**src/rtl/nap_rd_arb_pkg.sv**
```systemverilog
// Shared types and sizing helpers for the NAP AXI read arbiter.
// Imported by the arbiter top and its round-robin core.
package nap_rd_arb_pkg;

  typedef enum logic [0:0] {
    AR_IDLE,
    AR_ISSUE
  } t_ar_state;

  localparam int DEF_MAX_OUTSTANDING = 16;
  localparam int DEF_CNT_W = $clog2(DEF_MAX_OUTSTANDING + 1);

  function automatic int idx_width(input int n);
    return (n > 1) ? $clog2(n) : 1;
  endfunction

  function automatic int cnt_width(input int m);
    return $clog2(m + 1);
  endfunction

endpackage

```
**src/rtl/nap_rr_arbiter.sv**
```systemverilog
// Combinational round-robin arbiter: first requester after the last grant.
// Shared between the read and write NAP arbiters.
module nap_rr_arbiter
  import nap_rd_arb_pkg::*;
#(
  parameter int NUM_REQ = 4,
  localparam int IDX_W = idx_width(NUM_REQ)
) (
  input  logic [NUM_REQ-1:0] req,
  input  logic [IDX_W-1:0]   last,
  output logic [NUM_REQ-1:0] gnt,
  output logic [IDX_W-1:0]   idx,
  output logic               any_grant
);

  // Upper pass covers requesters above the pointer, then wrap to the rest.
  always_comb begin
    gnt       = '0;
    idx       = '0;
    any_grant = 1'b0;
    for (int r = 0; r < NUM_REQ; r++) begin
      if (!any_grant && req[r] && (r > int'(last))) begin
        any_grant = 1'b1;
        gnt[r]    = 1'b1;
        idx       = IDX_W'(r);
      end
    end
    for (int r = 0; r < NUM_REQ; r++) begin
      if (!any_grant && req[r] && (r <= int'(last))) begin
        any_grant = 1'b1;
        gnt[r]    = 1'b1;
        idx       = IDX_W'(r);
      end
    end
  end

endmodule

```
**src/rtl/nap_axi_rd_arbiter.sv**
```systemverilog
// Shares one NAP AXI read port (AR/R) between NUM_REQ requesters.
// Round-robin AR issue with per-requester burst limits; R routed by RID.
module nap_axi_rd_arbiter
  import nap_rd_arb_pkg::*;
#(
  parameter int NUM_REQ         = 4,
  parameter int ADDR_WIDTH      = 42,
  parameter int DATA_WIDTH      = 256,
  parameter int ID_WIDTH        = 8,
  parameter int MAX_OUTSTANDING = 16,
  localparam int IDX_W = idx_width(NUM_REQ),
  localparam int RID_W = ID_WIDTH - IDX_W
) (
  input  logic                          i_clk,
  input  logic                          i_reset,
  input  logic [NUM_REQ-1:0]            i_req_arvalid,
  output logic [NUM_REQ-1:0]            o_req_arready,
  input  logic [NUM_REQ*ADDR_WIDTH-1:0] i_req_araddr,
  input  logic [NUM_REQ*8-1:0]          i_req_arlen,
  input  logic [NUM_REQ*3-1:0]          i_req_arsize,
  input  logic [NUM_REQ*2-1:0]          i_req_arburst,
  input  logic [NUM_REQ*RID_W-1:0]      i_req_arid,
  output logic [NUM_REQ-1:0]            o_req_rvalid,
  input  logic [NUM_REQ-1:0]            i_req_rready,
  output logic [DATA_WIDTH-1:0]         o_req_rdata,
  output logic [RID_W-1:0]              o_req_rid,
  output logic [1:0]                    o_req_rresp,
  output logic                          o_req_rlast,
  output logic                          o_nap_arvalid,
  input  logic                          i_nap_arready,
  output logic [ADDR_WIDTH-1:0]         o_nap_araddr,
  output logic [7:0]                    o_nap_arlen,
  output logic [2:0]                    o_nap_arsize,
  output logic [1:0]                    o_nap_arburst,
  output logic [ID_WIDTH-1:0]           o_nap_arid,
  input  logic                          i_nap_rvalid,
  output logic                          o_nap_rready,
  input  logic [DATA_WIDTH-1:0]         i_nap_rdata,
  input  logic [ID_WIDTH-1:0]           i_nap_rid,
  input  logic [1:0]                    i_nap_rresp,
  input  logic                          i_nap_rlast,
  output logic                          o_err_bad_id,
  output logic                          o_err_underflow
);

  localparam int CNT_W = cnt_width(MAX_OUTSTANDING);
  localparam logic [CNT_W-1:0] CNT_MAX = CNT_W'(MAX_OUTSTANDING);
  localparam logic [IDX_W:0]   NREQ    = (IDX_W+1)'(NUM_REQ);
  localparam logic [IDX_W-1:0] PTR_RST = IDX_W'(NUM_REQ - 1);

  t_ar_state state, state_n;

  logic [IDX_W-1:0]      ptr;
  logic [CNT_W-1:0]      cnt [NUM_REQ];
  logic [NUM_REQ-1:0]    elig;
  logic [NUM_REQ-1:0]    zero;
  logic [NUM_REQ-1:0]    rr_gnt;
  logic [NUM_REQ-1:0]    take;
  logic [NUM_REQ-1:0]    sel;
  logic [NUM_REQ-1:0]    dec;
  logic [IDX_W-1:0]      rr_idx;
  logic [IDX_W-1:0]      r_idx;
  logic                  rr_any;
  logic                  can_take;
  logic                  r_ok;
  logic                  r_hs;

  logic [ADDR_WIDTH-1:0] sel_addr;
  logic [7:0]            sel_len;
  logic [2:0]            sel_size;
  logic [1:0]            sel_burst;
  logic [RID_W-1:0]      sel_id;

  always_comb begin
    elig = '0;
    zero = '0;
    for (int r = 0; r < NUM_REQ; r++) begin
      elig[r] = i_req_arvalid[r] && (cnt[r] < CNT_MAX);
      zero[r] = (cnt[r] == '0);
    end
  end

  nap_rr_arbiter #(
    .NUM_REQ (NUM_REQ)
  ) u_rr (
    .req       (elig),
    .last      (ptr),
    .gnt       (rr_gnt),
    .idx       (rr_idx),
    .any_grant (rr_any)
  );

  // A new AR can be taken while idle or when the held one drains.
  assign can_take = (state == AR_IDLE) || i_nap_arready;
  assign take = (can_take && rr_any && !i_reset) ? rr_gnt : '0;
  assign o_req_arready = take;
  assign o_nap_arvalid = (state == AR_ISSUE);

  always_comb begin
    state_n = state;
    unique case (state)
      AR_IDLE:  if (rr_any) state_n = AR_ISSUE;
      AR_ISSUE: if (i_nap_arready && !rr_any) state_n = AR_IDLE;
      default:  state_n = AR_IDLE;
    endcase
  end

  always_comb begin
    sel_addr  = '0;
    sel_len   = '0;
    sel_size  = '0;
    sel_burst = '0;
    sel_id    = '0;
    for (int r = 0; r < NUM_REQ; r++) begin
      if (rr_gnt[r]) begin
        sel_addr  = i_req_araddr[r*ADDR_WIDTH +: ADDR_WIDTH];
        sel_len   = i_req_arlen[r*8 +: 8];
        sel_size  = i_req_arsize[r*3 +: 3];
        sel_burst = i_req_arburst[r*2 +: 2];
        sel_id    = i_req_arid[r*RID_W +: RID_W];
      end
    end
  end

  always_comb begin
    r_idx = i_nap_rid[ID_WIDTH-1 -: IDX_W];
    r_ok  = ({1'b0, r_idx} < NREQ);
    sel   = '0;
    for (int r = 0; r < NUM_REQ; r++) begin
      sel[r] = r_ok && (r_idx == IDX_W'(r));
    end
  end

  // Beats with an unknown index are swallowed so the NAP never stalls.
  assign o_req_rvalid = sel & {NUM_REQ{i_nap_rvalid}};
  assign o_nap_rready = r_ok ? |(i_req_rready & sel) : 1'b1;
  assign r_hs = i_nap_rvalid && o_nap_rready;
  assign dec = sel & {NUM_REQ{r_hs && i_nap_rlast}};

  assign o_req_rdata = i_nap_rdata;
  assign o_req_rid   = i_nap_rid[RID_W-1:0];
  assign o_req_rresp = i_nap_rresp;
  assign o_req_rlast = i_nap_rlast;

  always_ff @(posedge i_clk) begin
    if (i_reset) begin
      state           <= AR_IDLE;
      ptr             <= PTR_RST;
      o_nap_araddr    <= '0;
      o_nap_arlen     <= '0;
      o_nap_arsize    <= '0;
      o_nap_arburst   <= '0;
      o_nap_arid      <= '0;
      o_err_bad_id    <= 1'b0;
      o_err_underflow <= 1'b0;
    end else begin
      state <= state_n;
      if (|take) begin
        ptr           <= rr_idx;
        o_nap_araddr  <= sel_addr;
        o_nap_arlen   <= sel_len;
        o_nap_arsize  <= sel_size;
        o_nap_arburst <= sel_burst;
        o_nap_arid    <= {rr_idx, sel_id};
      end
      o_err_bad_id    <= i_nap_rvalid && !r_ok;
      o_err_underflow <= |(dec & zero);
    end
  end

  always_ff @(posedge i_clk) begin
    for (int r = 0; r < NUM_REQ; r++) begin
      if (i_reset) begin
        cnt[r] <= '0;
      end else if (take[r] && !dec[r]) begin
        cnt[r] <= cnt[r] + 1'b1;
      end else if (dec[r] && !take[r] && !zero[r]) begin
        cnt[r] <= cnt[r] - 1'b1;
      end
    end
  end

endmodule

```
**config.mk**
```make
export PLATFORM = sky130hd
export DESIGN_NAME = nap_axi_rd_arbiter
export DESIGN_NICKNAME = d
export VERILOG_FILES = /design/src/rtl/nap_rd_arb_pkg.sv /design/src/rtl/nap_rr_arbiter.sv /design/src/rtl/nap_axi_rd_arbiter.sv
export SDC_FILE = /design/constraint.sdc
export NUM_CORES = 1
export LEC_CHECK = 0
export ABC_AREA = 1
export CELL_PAD_IN_SITES_DETAIL_PLACEMENT = 1
export CELL_PAD_IN_SITES_GLOBAL_PLACEMENT = 1
export CORE_AREA = 2 2 332 334
export CTS_CLUSTER_SIZE = 28
export DETAILED_ROUTE_END_ITERATION = 7
export DIE_AREA = 0 0 334 336
export GPL_TIMING_DRIVEN = 0
export PLACE_DENSITY = 0.53
export SYNTH_ARGS = -nofsm -noshare
export SYNTH_HDL_FRONTEND = slang
export SYNTH_SLANG_ARGS = --single-unit
```
**constraint.sdc**
```tcl
create_clock -name i_clk -period 2.6 [get_ports i_clk]
set_input_delay 0.39 -clock i_clk [delete_from_list [all_inputs] [get_ports i_clk]]
set_output_delay 0.39 -clock i_clk [all_outputs]
set_load 0.05 [all_outputs]
```
; After elaboration in Yosys (flattened, before gate mapping)
; Memory sizes are Yosys's and may differ from the RTL's.
; Index checks and enable logic that the tools add are counted.
[op_classes]
add_sub_neg = 8
order_cmp = 10
eq_ne = 3
n_mux = 82
bitwise_logic = 13
n_reduce_logical = 62
[ops]
columns = op, count
row1 = $mux 42, 4
row2 = $mux 1, 46
row3 = $mux 5, 8
row4 = $logic_and 1x1->1, 33
row5 = $mux 8, 4
row6 = $mux 6, 4
row7 = $add 5x1->5 const B, 4
row8 = $logic_not 1->1, 20
row9 = $logic_not 5->1, 4
row10 = $lt 5x5->1 const B, 4
row11 = $mux 2, 10
row12 = $sub 5x1->5 const B, 4
row13 = $and 4x4->4, 4
row14 = $mux 3, 4
row15 = $reduce_or 4->1, 3
row16 = $or 1x1->1, 8
row17 = $eq 2x2->1 const B, 2
row18 = $gt 2x2->1 const A, 2
row19 = $le 2x2->1 const A, 2
row20 = $mux 4, 1
row21 = $eq 2x1->1 const B, 1
row22 = $gt 1x2->1 const A, 1
row23 = $le 1x2->1 const A, 1
row24 = $logic_not 2->1, 1
row25 = other kinds (3), 3
[totals]
register_bits = 67
ram_bits = 20
out_inout_bits = 340
elab_cells = 187
mem_count = 1
[mem_list]
columns = name, depth, width, read_ports, rd_clocked_by_memory_dff, write_ports, line
row1 = cnt, 4, 5, 4, 0, 4, nap_axi_rd_arbiter.sv:54  ; logic [CNT_W-1:0] cnt [NUM_REQ];

; Longest topological paths before layout
; Gate-level depths: netlist of run 1.
; An unclocked memory read counts as a cell.
[logic_depth]
depth_word = 39
ltp_mapped = 19
depth_no_buf = 19

; Cells and area by module
; From an unflattened synthesis of run 1, not the netlist that was laid out.
[hier_totals]
cells_unflattened = 1208
area_unflattened_um2 = 7862.5
[by_module_without_submodules]
columns = module, n_inst, cells_each, area_per_inst_um2
row1 = nap_axi_rd_arbiter, 1, 1180, 7713.6
row2 = nap_rr_arbiter, 1, 28, 148.9

; Least setup slack after synthesis of run 1
; No wires, ideal clock.
[synth_timing]
path_type = in2reg
startpoint = input i_nap_rid[7]
endpoint = memory cnt[2][4] in the netlist's numbering (data pin)
setup_time_ps = 253
t_arrival_ps = 2667
t_required_ps = 2347
path_slack_ps = -320
cell_stages = 18
n_path_buf = 0
cell_sequence = inv_1 nor2_1 nand2_1 nand4_1 nand2_1 inv_1 nand3_1 nor2_1 nand2_1 inv_1 fa_1 nand3_1 nand2_1 xor2_1 inv_1 nand3_1 nand2_1 nor2_1
[synth_rtl]
columns = item, line
row1 = start: declaration, nap_axi_rd_arbiter.sv:39  ; input logic [ID_WIDTH-1:0] i_nap_rid,
row2 = end: declaration, nap_axi_rd_arbiter.sv:54

==> key figures, run 1 <==
Power
  • Lkg Pwr: just under 7 nW
  • Worst VDD drop: around 0.00023 V
  • PD cells: approximately 430 nW/µm²

Routing
  • Starting DRC count in detailed routing: between 200 and 300
  • Drt pass-1 iters: 6
  • Vias per Instance: between 3 and 4
  • Detailed-route DRC error count: 0
  • DR vias: about 10000
  • Avg WL per Cell: 18.6 µm
  • Antenna viol nets, final: 0
  • Post-Route WL: 61.5 mm

Setup path
  • Crit path largest cell delay: 0.47 ns
  • Reg-to-reg slack, setup: 0.10 ns
  • Reg2reg path depth: 17
  • Worst path bufs/invs: 3
  • Worst path slowest cell: clkdlybuf4s50_1
  • Data arrival, critical path: roughly 2.7 ns
  • RR Endpoint: cnt[2][4]
  • CP Max Fanout: 5
  • Reg2Reg Launch Point: cnt[1][4]
  • CP Capture Type: flip-flop
  • CP Class: in2reg
  • Req. time, crit path: around 2.8 ns
  • Top cell by count, worst path: nand3_2
  • CP Cell Sequence: clkdlybuf4s50_1 > nand3_4 > nand3_2 > nor2_4 > nand3_4 > nand2_8 > nand3_2 > nand2_2 > inv_4 > fa_2 > nand3_2 > nand2_1 > xor2_1 > inv_1 > nand3_1 > nand2_1 > nor2_1
  • Crit path launch type: input port
  • Cell class contributing the biggest share of worst-path delay: simple AND/OR/NAND/NOR gates

Timing
  • Final setup viols: 0
  • Hold Worst Slack: 0.474 ns
  • Unrepaired setup endpoints after global routing: true
  • Slew @ Worst Pin: approximately 1.1 ns
  • Slew Limit Fails: 0
  • Maximum clock frequency: between 300 and 400 MHz
  • Final Hold Fails: 0
  • Post-Route Setup TNS: 0 ns
  • Period Utilization, post-route: 96.9%
  • Minimum clock period: ~2.5 ns
  • Max Clock Skew: around 0.014 ns
  • Max-slew headroom: 25.6%

Place
  • Post-placement cell count: roughly 3300
  • Dpl hpwl: about 53 mm
  • Port Buffers: slightly below 600
  • Gpl congestion: about 0.77

Run status
  • Status: complete, no violations

Die
  • Vert. Die Dim: between 300 and 400 µm
  • Starting Density: ~7.4%
  • Die ar.: approximately 110000 µm²
  • Row cnt: about 120
  • # IOs: 863
  • Die width: 334 µm
  • Total core area: around 110000 µm²

Global route
  • Grt total ovfl: 0
  • Global-route wire length before repair: between 70 and 80 mm
  • Total Routing Usage GR: between 10% and 20%
  • Pin count of the biggest net entering global routing: 16
  • Initial antenna violation count: 27
  • Vias in the first global route: just over 10000

Finish
  • Layout fillers: 13100
  • Most frequent cells in the layout: clkdlybuf4s50_1, nand2_1, buf_4, nor2_1, inv_1
  • Commonest non-fill, non-tap cell in the layout: clkdlybuf4s50_1
  • Final Non-Filler Cells: 3307
  • Multi-input logic area: 3650 µm²
  • Layout Nets: between 2000 and 2500
  • Area Growth Syn to Fin: 107%
  • Register area: 1950 µm²
  • Share of cells above drive strength 1: a little over a fifth

Clock tree
  • CTS tree: done
  • Root Driver: clkbuf_16
  • # H-tree levels: 3
  • Sink Count: between 80 and 90
  • Clk slew on worst S/H paths: about 0.08 ns
  • Clock latency on the worst-skew pair: 0.40 ns
  • CTS max path bufs: 2
  • Cts bufs inserted: 9

Synthesis
  • Dominant cell type by area after synthesis: buf_4
  • Dominant cells by area after synthesis: buf_4, dfxtp_1, nand2_1, edfxtp_1, nor2_1
  • Post-synthesis sequential area ratio: about a quarter
  • Yosys warns: 0
  • Top FF cell, synth: dfxtp_1
  • Syn nets: 1779
  • EDFF count, synth: 20
  • Asr flop ratio synth: 0%
  • Synthesized cell area: between 8000 and 9000 µm²
  • FF+latch count, synth: between 80 and 90
  • Library cells used by synthesis: 35
  • Post-synth top area share: 25.6%
  • Mean area per synthesized cell: 6.43 µm²
  • Gate Count Post-Synth: about 1200

Worst hold path
  • Hold path depth: 2
  • Worst min-delay path class: reg2reg
  • Hold_sp: o_nap_arid[7]
  • Worst hold path endpoint: o_nap_arid[7]

Flow run
  • Max-Cap Viols: 0
-- logic make-up after synthesis --
family | synth area share (%)
AO/OA/AOI/OAI | 1.48
flip-flops | 24.2
multiplexers | 0.125
AND/OR/NAND/NOR | 37.7
buffers and inverters | 32.8
adder cells (fa/ha/maj) | 1.66
XOR/XNOR | 1.97
other | 0.0468
-- worst reg2reg max path, cell delays in order (launching register included) --
cell and delay (ns):
edfxtp_1 0.46, nor2_4 0.07, nand2_4 0.07, nand3_2 0.08
nor2_4 0.20, nand3_4 0.12, nand2_8 0.08, nand3_2 0.08
nand2_2 0.12, inv_4 0.07, fa_2 0.37, nand3_2 0.08
nand2_1 0.06, xor2_1 0.16, inv_1 0.08, nand3_1 0.08
nand2_1 0.07, nor2_1 0.04
-- flip-flops by register name (all words and copies together), names as in the netlist --
register,flops
o_nap_arsize,3
ptr,2
o_nap_arburst,2
o_err_underflow,1
o_nap_arvalid,1
o_nap_arid,8
o_nap_araddr,42
cnt,20
o_nap_arlen,8
-- report_power, final --
part	switching, mW	total (mW)	leakage, nW	internal, mW
Combinational	2.41	3.93	5.92	1.52
Clock	0.731	1.64	0.164	0.907
Sequential	0.0875	1.61	0.762	1.52
-- how the worst max path moves through the flow --
stage | from | endpoint | slack (ns) | cells past startpoint
after floorplan | i_nap_rid[6] | cnt[2][4] | -0.26 | 19
after global placement | i_req_arvalid[2] | o_req_arready[1] | -1.66 | 10
after detailed placement | i_req_arvalid[2] | o_req_arready[1] | -1.68 | 10
after CTS | cnt[1][4] | o_req_arready[1] | -0.14 | 10
after global routing | cnt[1][4] | o_req_arready[1] | -0.05 | 10
final | i_req_arvalid[3] | cnt[2][4] | 0.08 | 17
-- cells in the mapped netlist, types with 2 or more instances --
master / instances
nand2_1: 346
buf_4: 273
nor2_1: 156
inv_1: 95
nand4_1: 78
dfxtp_1: 67
nand3_1: 41
and2_1: 39
buf_2: 22
edfxtp_1: 20
clkbuf_1: 17
xor2_1: 13
a21oi_1: 10
and2_0: 9
ha_1: 9
nor3_1: 7
o21ai_0: 6
buf_1: 5
o21ai_1: 5
xnor2_1: 5
inv_2: 4
nand2_2: 4
nand4_2: 2
nor2_2: 2
-- final cells by class --
| cell class | instances | share of cell area, % |
|---|---|---|
| timing repair buffer | 622 | 37.2 |
| tap | 1414 | 10.7 |
| clock inverter | 6 | 0.543 |
| antenna | 11 | 0.166 |
| buffer | 316 | 13.8 |
| sequential | 87 | 11.7 |
| multi-input combinational | 742 | 22.0 |
| inverter | 99 | 2.45 |
| clock buffer | 10 | 1.51 |
-- routing by layer --
| layer | vias to the layer above | GRT usage (%) | part of all wire [%] |
|---|---|---|---|
| li1 | 4899 | - | - |
| met1 | 4609 | 12.6 | 41 |
| met2 | 438 | 17.6 | 49 |
| met3 | 48 | 4.18 | 9.6 |
| met4 | 30 | 1.60 | 0.74 |
| met5 | - | 0 | 0.31 |
-- per-stage QoR --
| step | setup WS (ns) | power (mW) | area (µm²) | util (%) |
|---|---|---|---|---|
| floorplan | -0.260 | 3.87 | 8080 | - |
| finish | 0.0804 | 7.17 | 16600 | 15.3 |
| global placement | -1.66 | 5.52 | 15800 | 14.6 |
| CTS | -0.137 | 7.34 | 16400 | 15.1 |
| detailed placement | -1.68 | 5.54 | 15800 | 14.6 |
| global route | -0.0532 | 7.60 | 16600 | 15.3 |
-- repair_timing --
| item | CTS | global route |
|---|---|---|
| hold buffers | 0 | 0 |
| buffers inserted | 14 | 11 |
| cloned | 0 | 0 |
| pin swaps | 6 | 11 |
| resized for setup | 58 | 31 |
| endpoints found under the setup margin | 104 | 51 |
(Power assumes the default switching activity.)
==> run 2: changes to the inputs <==
SETUP_SLACK_MARGIN = 0.02   (was not set)
==> run 2 against run 1 <==
Against the previous run:
- sequential power about the same
- cell area increased by 0.14%
- via count about the same
==> key figures, run 2 (synthesized netlist as in run 1, its figures left out) <==
Run status
  • Status: complete, no violations

Global route
  • Total Routing Usage GR: between 10% and 20%
  • Initial antenna violation count: 17
  • Grt total ovfl: 0
  • Global-route wire length before repair: roughly 79 mm
  • Pin count of the biggest net entering global routing: 19
  • Vias in the first global route: 10500

Finish
  • Layout Nets: between 2000 and 2500
  • Post-layout instance area: 16600 µm²
  • Final Util: about 15%
  • Biggest regs: o_nap_araddr: 42 flops, cnt: 20 flops
  • Commonest non-fill, non-tap cell in the layout: clkdlybuf4s50_1
  • Area Growth Syn to Fin: 107%
  • Max FFs per register: 42
  • Multi-input logic area: ~3700 µm²
  • Layout fillers: approximately 13000
  • Register with the most flip-flops: o_nap_araddr
  • Most frequent cells in the layout: clkdlybuf4s50_1, nand2_1, buf_4, nor2_1, inv_1
  • Register area: 1950 µm²
  • Share of cells above drive strength 1: a little over a fifth

Routing
  • Detailed-route DRC error count: 0
  • Starting DRC count in detailed routing: about 280
  • Drt pass-1 iters: 6
  • Antenna viol nets, final: 0
  • Avg WL per Cell: 18.2 µm
  • Vias per Instance: 3.03
  • Post-Route WL: 60.3 mm
  • DR vias: ~10000

Clock tree
  • Sink Count: 87
  • Cts bufs inserted: 9
  • Root Driver: clkbuf_16
  • CTS Hold Bufs: 0
  • CTS tree: done
  • Clock latency on the worst-skew pair: between 0.4 and 0.5 ns
  • CTS max path bufs: 2
  • # H-tree levels: 3
  • Clk slew on worst S/H paths: 0.09 ns

Setup path
  • CP Capture Type: flip-flop
  • RR Endpoint: cnt[2][4]
  • Crit path launch type: flip-flop
  • CP Class: reg2reg
  • Req. time, crit path: ~2.8 ns
  • Data arrival, critical path: 2.67 ns
  • CP Max Fanout: 5
  • Reg2Reg Launch Point: ptr[1]
  • Reg2reg path depth: 17
  • Reg-to-reg slack, setup: ~0.12 ns

Place
  • Gpl congestion: approximately 0.77
  • Area post-placement: 15800 µm²
  • Dpl hpwl: 51.6 mm
  • Port Buffers: approximately 600

Flow run
  • Max-Cap Viols: 0

Worst hold path
  • Hold path depth: 2
  • Worst hold path endpoint: o_nap_arid[6]
  • Hold_sp: o_nap_arid[6]
  • Worst min-delay path class: reg2reg

Power
  • Worst VDD drop: between 0.0003 and 0.0004 V
  • Lkg Pwr: a little under 7 nW
  • PD cells: roughly 430 nW/µm²

Timing
  • Final Hold Fails: 0
  • Minimum clock period: between 2 and 2.5 ns
  • Unrepaired setup endpoints after global routing: true
  • Slew Limit Fails: 0
  • Final setup viols: 0
  • Maximum clock frequency: ~400 MHz
  • Slew @ Worst Pin: roughly 1.2 ns
  • Max-slew headroom: around a fifth
  • Hold Worst Slack: 0.468 ns
  • Period Utilization, post-route: between 90% and 100%
  • Max Clock Skew: approximately 0.015 ns

Die
  • Vert. Die Dim: between 300 and 400 µm
  • Starting Density: approximately 7.4%
  • Die ar.: ~110000 µm²
  • # IOs: 863
  • Row cnt: ~120
  • Total core area: around 110000 µm²
  • Die width: approximately 330 µm
## run 2: cell count changes in the layout (fill, tap and decap cells not counted), sizes merged
cell           previous run  this run
bufinv                    2         0
clkdlybuf4s50           590       589
clkinv                    2         0
dlygate4sd2               0         2
dlymetal6s2s              1         0
buf                     330       333
inv                     100       106
diode                    11         6
clkbuf                   26        25
clkinvlp                  1         0
clkdlybuf4s15             1         3
## run 2: power breakdown
| group | switching, mW | internal (mW) | total (mW) | leakage [nW] |
|---|---|---|---|---|
| clock | 0.864 | 0.684 | 1.55 | 0.146 |
| combinational | 2.41 | 1.54 | 3.94 | 5.97 |
| sequential | 0.0898 | 1.52 | 1.61 | 0.762 |
| total | 3.36 | 3.74 | 7.10 | 6.88 |
## run 2: cell type report
| class | instances | share of cell area, % |
|---|---|---|
| timing repair buffer | 626 | 37.4 |
| multi-input combinational | 742 | 22.0 |
| buffer | 317 | 13.9 |
| sequential | 87 | 11.7 |
| tap | 1414 | 10.6 |
| inverter | 99 | 2.45 |
| clock buffer | 9 | 1.36 |
| clock inverter | 7 | 0.399 |
| antenna | 6 | 0.0903 |
## run 2: per-layer routing
| metal | global-route usage (%) | up-vias | wire, µm |
|---|---|---|---|
| met4 | 3.27 | 16 | 1370 |
| li1 | - | 4899 | - |
| met1 | 12.0 | 4587 | 23800 |
| met2 | 17.2 | 469 | 29200 |
| met5 | 0 | - | 113 |
| met3 | 3.76 | 48 | 5860 |
## run 2: worst max-delay path by stage
stage / from / endpoint / slack (ns)
after global routing: ptr[1] / cnt[2][4] / -0.02
after detailed placement: i_req_arvalid[0] / o_req_arready[1] / -1.63
after global placement: i_req_arvalid[0] / o_req_arready[1] / -1.64
after floorplan: i_nap_rid[6] / cnt[2][4] / -0.26
after CTS: ptr[1] / cnt[2][4] / 0.02
final: ptr[1] / cnt[2][4] / 0.12
## run 2: through the flow
stage | instances | setup WS (ns) | TNS (ns) | power, mW
6_report | 3307 | 0.117 | 0 | 7.10
2_1_floorplan | 1246 | -0.260 | -0.286 | 3.87
5_1_grt | 3302 | -0.0246 | -0.0246 | 7.52
3_5_place_dp | 3257 | -1.63 | -100.18 | 5.54
3_3_place_gp | 3257 | -1.64 | -99.73 | 5.53
4_1_cts | 3294 | 0.0159 | 0 | 7.28
## run 2: what timing repair did
| action | 4_1_cts | 5_1_grt |
|---|---|---|
| pin swaps | 13 | 8 |
| gates resized for setup | 72 | 28 |
| endpoints found under the hold margin | 0 | 0 |
| setup buffers | 22 | 7 |
| setup endpoints to repair | 104 | 30 |
## run 2: worst max-delay path, stage by stage (launching register included)
cell and delay [ns]:
dfxtp_4 0.40, nand2_2 0.08, nand3_4 0.08, nand3_1 0.12, nor2_4 0.17, nand3_4 0.11, nand2_8 0.09, nand3_2 0.08
nand2_2 0.11, inv_4 0.07, fa_2 0.37, nand3_2 0.08, nand2_1 0.06, xor2_1 0.16, inv_1 0.08, nand3_1 0.08
nand2_1 0.06, nor2_1 0.04
